File: config.mk
export PLATFORM = sky130hd
export DESIGN_NAME = bcd_chain_ctrl_flat
export DESIGN_NICKNAME = d
export VERILOG_FILES = /design/src/rtl/bcd_chain_ctrl_pkg.sv /design/src/rtl/bcd_chain_ctrl_if.sv /design/src/rtl/bcd_chain_ctrl_digit.sv /design/src/rtl/bcd_chain_ctrl.sv /design/src/flat_wrapper.sv
export SDC_FILE = /design/constraint.sdc
export NUM_CORES = 1
export LEC_CHECK = 0
export BUFFER_PORTS_ARGS = -buffer_cell sky130_fd_sc_hd__buf_4
export CORE_UTILIZATION = 30
export CTS_CLUSTER_SIZE = 14
export DETAILED_ROUTE_END_ITERATION = 7
export MAX_ROUTING_LAYER = met4
export PLACE_DENSITY = 0.51
export SLEW_MARGIN = 5
export SYNTH_ARGS = -nofsm -noshare
export SYNTH_HDL_FRONTEND = slang
export SYNTH_HIERARCHICAL = 1
export SYNTH_SLANG_ARGS = --single-unit
File: constraint.sdc
create_clock -name CLK -period 4.65 [get_ports CLK]
set_clock_uncertainty 0.15 [all_clocks]
set_input_delay 0 -clock CLK [delete_from_list [all_inputs] [get_ports CLK]]
set_output_delay 0 -clock CLK [all_outputs]
set_load 0.05 [all_outputs]
File: src/rtl/bcd_chain_ctrl_pkg.sv
// Shared types and constants for the cascaded BCD counter chain.
package bcd_ctrl_pkg;

  typedef logic [3:0] bcd_digit_t;

  localparam bcd_digit_t BCD_MAX = 4'd9;

  typedef enum logic [1:0] {
    IDLE = 2'd0,
    LOAD = 2'd1,
    RUN  = 2'd2,
    DONE = 2'd3
  } state_t;

endpackage

File: src/rtl/bcd_chain_ctrl_if.sv
// Command/status bundle between the event source and the BCD chain controller.
// Protocol: there is no valid/ready pairing. Every command input (Clear, Stop,
// Preset_load, Start, Count_en) is a level that the controller samples on each
// rising CLK edge. Priority is Clear > Stop > Preset_load > Start. Preset is
// sampled only on the Preset_load edge. Q/Busy/Done/Overflow are registered.
// Dig_load/Dig_en are combinational and describe the coming edge.
interface bcd_chain_ctrl_if #(
  parameter int DIGITS = 4
);
  logic                  Clear;
  logic                  Start;
  logic                  Stop;
  logic                  Preset_load;
  logic [4*DIGITS-1:0]   Preset;
  logic [4*DIGITS-1:0]   Target;
  logic                  Count_en;
  logic [4*DIGITS-1:0]   Q;
  logic [DIGITS-1:0]     Dig_load;
  logic [DIGITS-1:0]     Dig_en;
  logic                  Busy;
  logic                  Done;
  logic                  Overflow;

  modport master (
    output Clear, Start, Stop, Preset_load, Preset, Target, Count_en,
    input  Q, Dig_load, Dig_en, Busy, Done, Overflow
  );

  modport slave (
    input  Clear, Start, Stop, Preset_load, Preset, Target, Count_en,
    output Q, Dig_load, Dig_en, Busy, Done, Overflow
  );
endinterface

File: src/rtl/bcd_chain_ctrl_digit.sv
// One decade digit: clear, clamped load, enable-to-increment, carry-out at 9.
module bcd_digit
  import bcd_ctrl_pkg::*;
(
  input  logic       CLK,
  input  logic       MR_n,
  input  logic       clr,
  input  logic       load,
  input  logic       en,
  input  bcd_digit_t d,
  output bcd_digit_t q,
  output bcd_digit_t q_nxt,
  output logic       carry
);

  // carry marks the digit that will roll over; q_nxt is its incremented value
  assign carry = (q == BCD_MAX);
  assign q_nxt = carry ? 4'd0 : q + 4'd1;

  // digit register: clear beats load beats increment; loads saturate at 9
  always_ff @(posedge CLK or negedge MR_n) begin
    if (!MR_n) begin
      q <= '0;
    end else if (clr) begin
      q <= '0;
    end else if (load) begin
      q <= (d > BCD_MAX) ? BCD_MAX : d;
    end else if (en) begin
      q <= q_nxt;
    end
  end

endmodule

File: src/rtl/bcd_chain_ctrl.sv
// Sequencing controller for a chain of cascaded BCD digits: serial preset,
// ripple enable, terminal-count compare and sticky overflow.
module bcd_chain_ctrl
  import bcd_ctrl_pkg::*;
#(
  parameter int DIGITS = 4
) (
  input  logic                CLK,
  input  logic                MR_n,
  bcd_chain_ctrl_if.slave     bus,
  output state_t              dbg_state
);

  localparam int W  = 4 * DIGITS;
  localparam int IW = (DIGITS > 1) ? $clog2(DIGITS) : 1;
  localparam logic [IW-1:0] LAST_IDX = IW'(DIGITS - 1);

  state_t          state;
  logic [IW-1:0]   load_idx;
  logic [W-1:0]    preset_r;
  logic            busy_r, done_r, ovf_r;

  logic [W-1:0]      q, q_inc, q_post;
  logic [DIGITS-1:0] carry, en_mask, load_mask;
  logic              cmd_hold, run_inc, load_cyc, all_nines;
  bcd_digit_t        load_d;

  // Clear or Stop this cycle suppresses any load or count on the coming edge
  assign cmd_hold  = bus.Clear | bus.Stop;
  assign run_inc   = (state == RUN) && bus.Count_en && !cmd_hold;
  assign load_cyc  = (state == LOAD) && !cmd_hold;
  assign all_nines = &carry;
  assign load_d    = preset_r[{load_idx, 2'b00} +: 4];

  // ripple enable: digit i counts only when every lower digit is at 9
  always_comb begin
    logic ripple;
    en_mask   = '0;
    load_mask = '0;
    ripple    = run_inc;
    for (int i = 0; i < DIGITS; i++) begin
      en_mask[i] = ripple;
      ripple     = ripple & carry[i];
    end
    if (load_cyc) load_mask[load_idx] = 1'b1;
  end

  for (genvar i = 0; i < DIGITS; i++) begin : g_digit
    bcd_digit u_digit (
      .CLK   (CLK),
      .MR_n  (MR_n),
      .clr   (bus.Clear),
      .load  (load_mask[i]),
      .en    (en_mask[i]),
      .d     (load_d),
      .q     (q[4*i +: 4]),
      .q_nxt (q_inc[4*i +: 4]),
      .carry (carry[i])
    );
    // value the chain will hold after this edge's increment
    assign q_post[4*i +: 4] = en_mask[i] ? q_inc[4*i +: 4] : q[4*i +: 4];
  end

  // control FSM with registered Busy/Done/Overflow
  always_ff @(posedge CLK or negedge MR_n) begin
    if (!MR_n) begin
      state    <= IDLE;
      load_idx <= '0;
      preset_r <= '0;
      busy_r   <= 1'b0;
      done_r   <= 1'b0;
      ovf_r    <= 1'b0;
    end else if (bus.Clear) begin
      state  <= IDLE;
      busy_r <= 1'b0;
      done_r <= 1'b0;
      ovf_r  <= 1'b0;
    end else if (bus.Stop) begin
      state  <= IDLE;
      busy_r <= 1'b0;
      done_r <= 1'b0;
    end else begin
      case (state)
        IDLE: begin
          if (bus.Preset_load) begin
            state    <= LOAD;
            busy_r   <= 1'b1;
            preset_r <= bus.Preset;
            load_idx <= '0;
          end else if (bus.Start) begin
            state <= RUN;
          end
        end
        LOAD: begin
          if (load_idx == LAST_IDX) begin
            state  <= IDLE;
            busy_r <= 1'b0;
          end else begin
            load_idx <= load_idx + 1'b1;
          end
        end
        RUN: begin
          if (run_inc) begin
            if (all_nines) ovf_r <= 1'b1;
            if (q_post == bus.Target) begin
              state  <= DONE;
              done_r <= 1'b1;
            end
          end
        end
        DONE: begin
          if (bus.Start) begin
            state  <= RUN;
            done_r <= 1'b0;
          end
        end
        default: begin
          state  <= IDLE;
          busy_r <= 1'b0;
          done_r <= 1'b0;
        end
      endcase
    end
  end

  assign bus.Q        = q;
  assign bus.Dig_load = load_mask;
  assign bus.Dig_en   = en_mask;
  assign bus.Busy     = busy_r;
  assign bus.Done     = done_r;
  assign bus.Overflow = ovf_r;
  assign dbg_state    = state;

endmodule
File: src/flat_wrapper.sv
// flat-port wrapper written by rule: the top's interface ports become plain ports
module bcd_chain_ctrl_flat import bcd_ctrl_pkg::*;
#(
  parameter int DIGITS = 4
)
  (CLK, MR_n, dbg_state, bus_Clear, bus_Start, bus_Stop, bus_Preset_load, bus_Preset, bus_Target, bus_Count_en, bus_Q, bus_Dig_load, bus_Dig_en, bus_Busy, bus_Done, bus_Overflow);
  bcd_chain_ctrl_if #(.DIGITS(DIGITS)) bus_i ();
  input  logic CLK;
  input  logic MR_n;
  output state_t dbg_state;
  input wire logic [$bits(bus_i.Clear)-1:0] bus_Clear;
  input wire logic [$bits(bus_i.Start)-1:0] bus_Start;
  input wire logic [$bits(bus_i.Stop)-1:0] bus_Stop;
  input wire logic [$bits(bus_i.Preset_load)-1:0] bus_Preset_load;
  input wire logic [$bits(bus_i.Preset)-1:0] bus_Preset;
  input wire logic [$bits(bus_i.Target)-1:0] bus_Target;
  input wire logic [$bits(bus_i.Count_en)-1:0] bus_Count_en;
  output wire logic [$bits(bus_i.Q)-1:0] bus_Q;
  output wire logic [$bits(bus_i.Dig_load)-1:0] bus_Dig_load;
  output wire logic [$bits(bus_i.Dig_en)-1:0] bus_Dig_en;
  output wire logic [$bits(bus_i.Busy)-1:0] bus_Busy;
  output wire logic [$bits(bus_i.Done)-1:0] bus_Done;
  output wire logic [$bits(bus_i.Overflow)-1:0] bus_Overflow;
  assign bus_i.Clear = bus_Clear;
  assign bus_i.Start = bus_Start;
  assign bus_i.Stop = bus_Stop;
  assign bus_i.Preset_load = bus_Preset_load;
  assign bus_i.Preset = bus_Preset;
  assign bus_i.Target = bus_Target;
  assign bus_i.Count_en = bus_Count_en;
  assign bus_Q = bus_i.Q;
  assign bus_Dig_load = bus_i.Dig_load;
  assign bus_Dig_en = bus_i.Dig_en;
  assign bus_Busy = bus_i.Busy;
  assign bus_Done = bus_i.Done;
  assign bus_Overflow = bus_i.Overflow;
  bcd_chain_ctrl #(.DIGITS(DIGITS)) u_core (.CLK(CLK), .MR_n(MR_n), .bus(bus_i), .dbg_state(dbg_state));
endmodule
==> summary.md, run 1 <==
| Metric | Value |
|---|---|
| Status | completed |
| Setup ws final | 1599 ps |
| Row count | 35 |
| Crit share post-route | 65.62% |
| Cell Chain, Critical Path | nor2b_1, nor3b_1, nand4_1, nor2_2, o2111a_1, nand4_1, nor4_2, o21bai_1 |
| Final setup violation count | 0 |
| Post-synth EDFFs | 0 |
| Cell family with most CP delay | simple AND/OR/NAND/NOR gates |
| Cell variety after synth | 53 |
| Worst hold slack | 65.70 ps |
| Crit. End Element | flip-flop |
| Slowest CP cell | dfrtp_1 |
| H-tree depth | 2 |
| Die area | 9941 um2 |
| GRT overflow | 0 |
| WP buf/inv | 0 |
| Arrival time at the worst endpoint | 3120 ps |
| Initial antenna violation count | 0 |
| Multi-input logic area | 1720 um2 |
| RSZ-0062 raised after global routing | false |
| CTS max path bufs | 2 |
| Synthesized cell area | 2864 um2 |
| Leak pwr | 1.597 nW |
| Placeable Area | 9240 um2 |
| 1st-pass router iterations | 4 |
| Critical Path RT | 4720 ps |
| Fill count | 957 |
| Synth async-reset ratio | 100.0% |
| Final Hold Viols | 0 |
| CTS tree | built |
| Routed len/inst | 14.81 um |
| Synth area leader | dfrtp_1 |
| Final net count | 430 |
| CTS buffer count | 5 |
| Min cycle time layout | 3051 ps |
| Pin count of the biggest net entering global routing | 40 |
| CP Launch Type | flip-flop |
| Mapped Cells | 304 |
| Most frequent CP cell | nand4_1 |
| Sequential area share after synthesis | 34.08% |
| Clock Latency Late Sink | 290 ps |
| Drt initial violations | 184 |
| Setup Buffers After CTS | 0 |
| Warnings, synthesis | 6 |
| Sink Count | 39 |
| Yosys reg bits | 39 |
| Initial core utilization | 31.00% |
| # placed instances | 486 |
| TNS Setup | 0 ps |
| Final non-filler cell total | 517 |
| Worst slew pin tran | 770.4 ps |
| Most used DFF post-synth | dfrtp_1 |
| Count leader, synth | dfrtp_1 |
| Normalized max-slew margin | 48.50% |
| Dpl ws | 1661 ps |
| Synth cell count leaders | 39 x dfrtp_1, 22 x nor2_1, 20 x inv_1, 20 x mux2_2, 19 x nand2_1 |
| DP HPWL | 5.583 mm |
| Setup CP Type | reg -> reg |
| Fmax | 327.7 MHz |
| Pwr dens | 234.1 nW/um2 |
| Final Max Slew Viols | 0 |
| Layout cells sized above 1 | 28.09% |
| Most area-consuming cells after synthesis | dfrtp_1 34%, mux2_2 7.9%, xnor2_1 5.5% |
| Post-Syn Area per Cell | 9.421 um2 |
| Via count of the routed design | 2575 |
| I/O Buffers | 67 |
| Area growth, synth to finish | 31.50% |
| Total area of sequential cells | 975.9 um2 |
| Share of the synthesized area in the top cell type | 34.08% |
| Vias in the first global route | 2526 |
| Routed WL | 7.659 mm |
| Max stage delay on crit path | 460 ps |
| GRT Util Overall | 16.55% |
| # IOs | 68 |
| Detail Route Antenna Nets | 0 |
| Global-route wire length before repair | 12.74 mm |
| Clock Pin Slew Worst Setup and Hold Paths | 80 ps |
| Via/cell ratio | 4.981 |
| Die span in y | 99.71 um |
| Syn_nets | 347 |
| Die width | 99.71 um |
| CTS root buf | clkbuf_8 |
| ANT cells | 0 |
| Max cap viols | 0 |
| CP max FO | 10 |
| Drt drc | 0 |
| HP Class | in -> async |
| Worst vdd ir | 0.1616 mV |
| Placer congestion estimate | 0.8152 |
-- stage by stage --
| step | util, % | power, W | cell area, um2 |
|---|---|---|---|
| 3_3_place_gp | 37.18 | 0.0006157 | 3436 |
| 6_report | 40.76 | 0.0008817 | 3766 |
| 5_1_grt | 40.76 | 0.0009299 | 3766 |
| 2_1_floorplan | - | 0.0005335 | 2864 |
| 3_5_place_dp | 37.18 | 0.0006183 | 3436 |
| 4_1_cts | 40.76 | 0.0008927 | 3766 |
-- placed cells by master (no fill, tap or decap), types with 5 or more instances in the layout --
cell           count
a31o_1             5
dlygate4sd3_1     23
clkbuf_8           7
inv_1             20
o21ai_0           13
xor2_1            13
nand2b_1           9
dfrtp_1           39
xnor2_1           18
nor2_1            22
buf_4             67
and3_1             9
or3_1              5
a21oi_1           10
nor3_1             7
nand2_1           19
nand3_1           11
mux2_2            20
-- power by group --
group          internal (W)  leakage [nW]  switching, W
clock              0.000136        0.0515      0.000123
sequential         0.000374         0.509     0.0000265
combinational      0.000112          1.04      0.000111
-- worst reg2reg max path, cell delays in order, from the launching register on --
cell and delay, ps:
dfrtp_1 460, nor2b_1 260, nor3b_1 460, nand4_1 250
nor2_2 450, o2111a_1 280, nand4_1 130, nor4_2 380
o21bai_1 160
-- flip-flops by register name, summed over array words and instances (netlist names) --
register,cells
u_core/bus.Busy,1
u_core/load_idx,2
u_core/g_digit.u_digit/q,16
u_core/preset_r,16
u_core/dbg_state,2
u_core/bus.Overflow,1
u_core/bus.Done,1
-- worst paths after layout --
check / startpoint / to / slack (ps) / cells after the start
worst max-delay path: u_core/g_digit[1].u_digit/q[2] / u_core/dbg_state[0] / 1600 / 8
worst min-delay path: MR_n / u_core/preset_r[11] / 70 / 2
worst max register to register: u_core/g_digit[1].u_digit/q[2] / u_core/dbg_state[0] / 1600 / 8
worst min register to register: u_core/preset_r[3] / u_core/preset_r[3] / 360 / 1
max in group asynchronous: MR_n / u_core/g_digit[2].u_digit/q[3] / 3930 / 2
min in group CLK: bus_Target[4] / u_core/dbg_state[0] / 90 / 5
-- logic make-up (layout without fill, tap and decap cells) --
| logic type | Yosys count | count (layout) | share of synthesized area [%] |
|---|---|---|---|
| flops | 39 | 39 | 34.08 |
| compound gates | 63 | 63 | 16.08 |
| xor+xnor | 31 | 31 | 9.480 |
| simple gates | 107 | 107 | 21.06 |
| buf+inv | 34 | 118 | 5.854 |
| fa+ha+maj | 4 | 4 | 1.748 |
| mux | 26 | 26 | 11.71 |
-- repair_timing --
action                                  4_1_cts  5_1_grt
gates resized for setup                       0        0
hold endpoints to repair                     74        0
hold buffers                                 23        0
endpoints found under the setup margin        0        0
-- layer usage --
metal / track usage [%] / share of wire [%] / routed length (um)
met3: 2.881 / 4.6 / 354
met5: - / 0 / 0
met2: 27.21 / 48 / 3687
met1: 21.24 / 46 / 3555
met4: 3.733 / 0.81 / 62
-- layout make-up --
type                    instances  area share (%)
flip-flops and latches         39           25.91
clock buffers                   8           2.658
repair buffers                 90           19.47
inverters                      20           1.993
well taps                     129           4.286
multi-input cells             231           45.68
Note: power is estimated with default switching activity, not from simulation.
==> run 2: changes to the inputs <==
--- a/config.mk
+++ b/config.mk
@@ -5,12 +5,13 @@
 export SDC_FILE = /design/constraint.sdc
 export NUM_CORES = 1
 export LEC_CHECK = 0
+export ABC_AREA = 1
 export BUFFER_PORTS_ARGS = -buffer_cell sky130_fd_sc_hd__buf_4
 export CORE_UTILIZATION = 30
 export CTS_CLUSTER_SIZE = 14
 export DETAILED_ROUTE_END_ITERATION = 7
 export MAX_ROUTING_LAYER = met4
-export PLACE_DENSITY = 0.51
+export PLACE_DENSITY = 0.5
 export SLEW_MARGIN = 5
 export SYNTH_ARGS = -nofsm -noshare
 export SYNTH_HDL_FRONTEND = slang
==> constraint.sdc (replaced) <==
create_clock -name CLK -period 2.9 [get_ports CLK]
set_clock_uncertainty 0.15 [all_clocks]
set_input_delay 0 -clock CLK [delete_from_list [all_inputs] [get_ports CLK]]
set_output_delay 0 -clock CLK [all_outputs]
set_load 0.05 [all_outputs]
==> run 2 against run 1 <==
Effect of this change: clock-buffer cell count down 3; flip-flop and latch count did not move; first-iteration DRC count decreased by 1.6%; clock power is 75% higher; register-to-register slack worse by 1200 ps; maximum frequency rose by 22%; power rose by 84%; core utilization shrank 0.21 points.
==> summary.md, run 2 <==
| Metric | Value |
|---|---|
| Die area | 10960 um2 (+10%) |
| Vias in the first global route | 3269 (+29%) |
| Layout cells sized above 1 | 21.48% (-6.6 points) |
| Leak pwr | 2.285 nW (+43%) |
| Via/cell ratio | 4.682 (-6.0%) |
| # IOs | 68 (unchanged) |
| Largest regs | u_core/g_digit.u_digit/q (16), u_core/preset_r (16) |
| HP Class | in -> async |
| Cell family with most CP delay | simple AND/OR/NAND/NOR gates |
| Area growth, synth to finish | 31.71% |
| Via count of the routed design | 3362 (+31%) |
| CTS tree | built |
| Worst setup path startpoint | u_core/g_digit[0].u_digit/q[0] |
| Switch share | 33.88% (+4.4 points) |
| Synth area leader | dfrtp_1 |
| Most used DFF post-synth | dfrtp_1 |
| Most common cell after layout, fill and taps aside | nand2_1 |
| Dpl ws | 390.5 ps (-1270 ps) |
| Syn_nets | 530 (+53%) |
| Cell variety after synth | 27 (-49%) |
| Final Cell Area | 4168 um2 (+11%) |
| I/O Buffers | 67 (unchanged) |
| Setup ws final | 389.4 ps (-1209 ps) |
| Synth async-reset ratio | 100.0% (unchanged) |
| Die span in y | 104.7 um (+5.0%) |
| Pwr dens | 388.8 nW/um2 (+66%) |
| Row count | 37 (+5.7%) |
| Most frequent CP cell | nand2_1 |
| Normalized max-slew margin | 53.63% (+5.1 points) |
| Crit. End Element | flip-flop |
| Clk pwr share | 27.8% (-1.5 points) |
| CTS buffer count | 5 (unchanged) |
| ANT cells | 0 (unchanged) |
| Net Sw Power | 0.0005491 W (+110%) |
| Yosys reg bits | 39 (unchanged) |
| Comb pwr share | 31.0% (+5.8 points) |
| CTS max path bufs | 2 (unchanged) |
| Placeable Area | 10280 um2 (+11%) |
| Setup Buffers After CTS | 0 (unchanged) |
| Final setup violation count | 0 (unchanged) |
| Max stage delay on crit path | 520 ps (+60 ps) |
| Share of the synthesized area in the top cell type | 30.84% (-3.2 points) |
| Routed WL | 9.123 mm (+19%) |
| Drt initial violations | 181 (-1.6%) |
| Initial core utilization | 30.79% (-0.21 points) |
| Overall power | 0.001621 W (+84%) |
| Crit share post-route | 86.57% (+21 points) |
| Fill count | 1107 (+16%) |
| CP max FO | 15 (+5) |
| Clock Latency Late Sink | 290 ps (about the same) |
| Drt drc | 0 (unchanged) |
| Most area-consuming cells after synthesis | dfrtp_1 31%, nand2_1 14%, inv_1 11% |
| Warnings, synthesis | 6 (unchanged) |
| Mapped Cells | 487 (+60%) |
| Final net count | 625 (+45%) |
| Count leader, synth | nand2_1 |
| Routed len/inst | 12.71 um (-14%) |
| Max cap viols | 0 (unchanged) |
| Clock Pin Slew Worst Setup and Hold Paths | 80 ps (about the same) |
| Resize count post-CTS | 0 (unchanged) |
| Final Hold Viols | 0 (unchanged) |
| Post-synth EDFFs | 0 (unchanged) |
| Detail Route Antenna Nets | 0 (unchanged) |
| TNS Setup | 0 ps (unchanged) |
| GRT overflow | 0 (unchanged) |
| Placer congestion estimate | 0.8587 (+5.3%) |
| Worst r2r src | u_core/g_digit[0].u_digit/q[0] |
| Pin count of the biggest net entering global routing | 40 (unchanged) |
| GRT Util Overall | 17.82% (+1.3 points) |
| Slowest CP cell | dfrtp_1 |
| RSZ-0062 raised after global routing | false |
| Die width | 104.7 um (+5.0%) |
| Global-route wire length before repair | 15.43 mm (+21%) |
| Critical Path RT | 2940 ps (-1780 ps) |
| H-tree depth | 2 (unchanged) |
| Placed inst area | 3831 um2 (+12%) |
| 1st-pass router iterations | 4 (unchanged) |
| WP buf/inv | 2 (+2) |
| DP HPWL | 6.833 mm (+22%) |
| Status | completed |
| Synthesized cell area | 3164 um2 (+10%) |
| Sink Count | 39 (unchanged) |
| Synth cell count leaders | 117 x nand2_1, 94 x inv_1, 52 x nor2_1 |
| Min cycle time layout | 2511 ps (-540.6 ps) |
| Most frequent cells in the layout | 117 x nand2_1, 94 x inv_1, 72 x buf_4 |
| Fmax | 398.3 MHz (+22%) |
| Arrival time at the worst endpoint | 2550 ps (-570 ps) |
| Seq pwr share | 41.1% (-4.4 points) |
| Initial antenna violation count | 0 (unchanged) |
| Worst slew pin tran | 695.6 ps (-74.85 ps) |
| CP Launch Type | flip-flop |
| Final Util | 40.55% (-0.21 points) |
| Cell Chain, Critical Path | inv_2, nor2_4, nand2_2, inv_1, nand3_2, nand2_1, nand3b_1, nand2_1, nand2_1, nor2_1, nand3_1, nand2_1, nand2_1, nand2_1, nand2_1 |
| Post-Syn Area per Cell | 6.498 um2 (-31%) |
| Setup CP Type | reg -> reg |
| Worst vdd ir | 0.2460 mV (+52%) |
| Int Pwr | 0.001071 W (+72%) |
| Final Max Slew Viols | 0 (unchanged) |
| CTS root buf | clkbuf_8 |
| Sequential area share after synthesis | 30.84% (-3.2 points) |
-- run 2: changes by cell type in the layout (fill, tap and decap cells not counted), moves of 8 or more --
cell | previous run | this run
and3_1 | 9 | 0
nand2b_1 | 9 | 0
o21ai_0 | 13 | 29
xnor2_1 | 18 | 0
xor2_1 | 13 | 1
nand4_1 | 2 | 19
inv_1 | 20 | 94
nand2_1 | 19 | 117
inv_2 | 0 | 8
nand3_1 | 11 | 40
nor2_1 | 22 | 51
a21oi_1 | 10 | 23
-- run 2: path summary, 6_finish.rpt --
path,slack [ps],depth (start not counted),to
max in group asynchronous,2160,2,u_core/g_digit[3].u_digit/q[3]
min,80,2,u_core/preset_r[14]
max reg2reg,390,15,u_core/bus.Done
max,390,15,u_core/bus.Done
min in group CLK,140,8,u_core/bus.Done
min reg2reg,350,1,u_core/preset_r[6]
-- run 2: routing by layer --
layer | vias up | global-route usage, % | share of wire [%] | routed length [um]
li1 | 1733 | - | - | -
met1 | 1529 | 22.78 | 48 | 4338
met2 | 94 | 29.61 | 46 | 4216
met3 | 6 | 3.182 | 5.6 | 508
met4 | 0 | 3.421 | 0.65 | 59
met5 | - | - | 0 | 0
-- run 2: what timing repair did --
item	in CTS	in global routing
setup endpoints to repair	0	0
hold buffers	23	0
endpoints found under the hold margin	63	0
-- run 2: logic make-up after synthesis --
logic type / share of synthesized area (%)
adder cells (fa/ha/maj): 1.582
AO/OA/AOI/OAI: 11.11
multiplexers: 5.694
flip-flops: 30.84
XOR/XNOR: 0.2768
buffers and inverters: 13.56
AND/OR/NAND/NOR: 36.93
-- run 2: worst reg2reg max path, cell delays in order, from the launching register on --
cell and delay (ps):
dfrtp_1 520, inv_2 110, nor2_4 110, nand2_2 70, inv_1 370, nand3_2 250, nand2_1 170, nand3b_1 90
nand2_1 70, nand2_1 50, nor2_1 110, nand3_1 90, nand2_1 100, nand2_1 60, nand2_1 50, nand2_1 40
-- run 2: cell type report --
class	count	area, um2	area share (%)
clock buffer	5	68.82	1.651
clock inverter	2	37.54	0.9006
inverter	102	382.9	9.186
multi-input combinational	339	1762	42.27
sequential	39	975.9	23.42
tap	136	170.2	4.083
timing repair buffer	95	770.7	18.49
-- run 2: stage by stage --
stage	hold slack [ps]	std cells
after floorplan	-445.6	487
after global placement	-125.0	688
after detailed placement	-126.2	688
after CTS	87.22	718
after global routing	128.0	718
final	76.44	718
-- run 2: power groups by stage --
stage / Sequential, W / Clock [W] / Combinational (W)
2_1_floorplan: 0.000681 / 0 / 0.000268
3_3_place_gp: 0.000678 / 0 / 0.000473
3_5_place_dp: 0.000679 / 0 / 0.000477
4_1_cts: 0.000668 / 0.000474 / 0.000502
5_1_grt: 0.000678 / 0.000497 / 0.000555
6_report: 0.000667 / 0.000451 / 0.000503
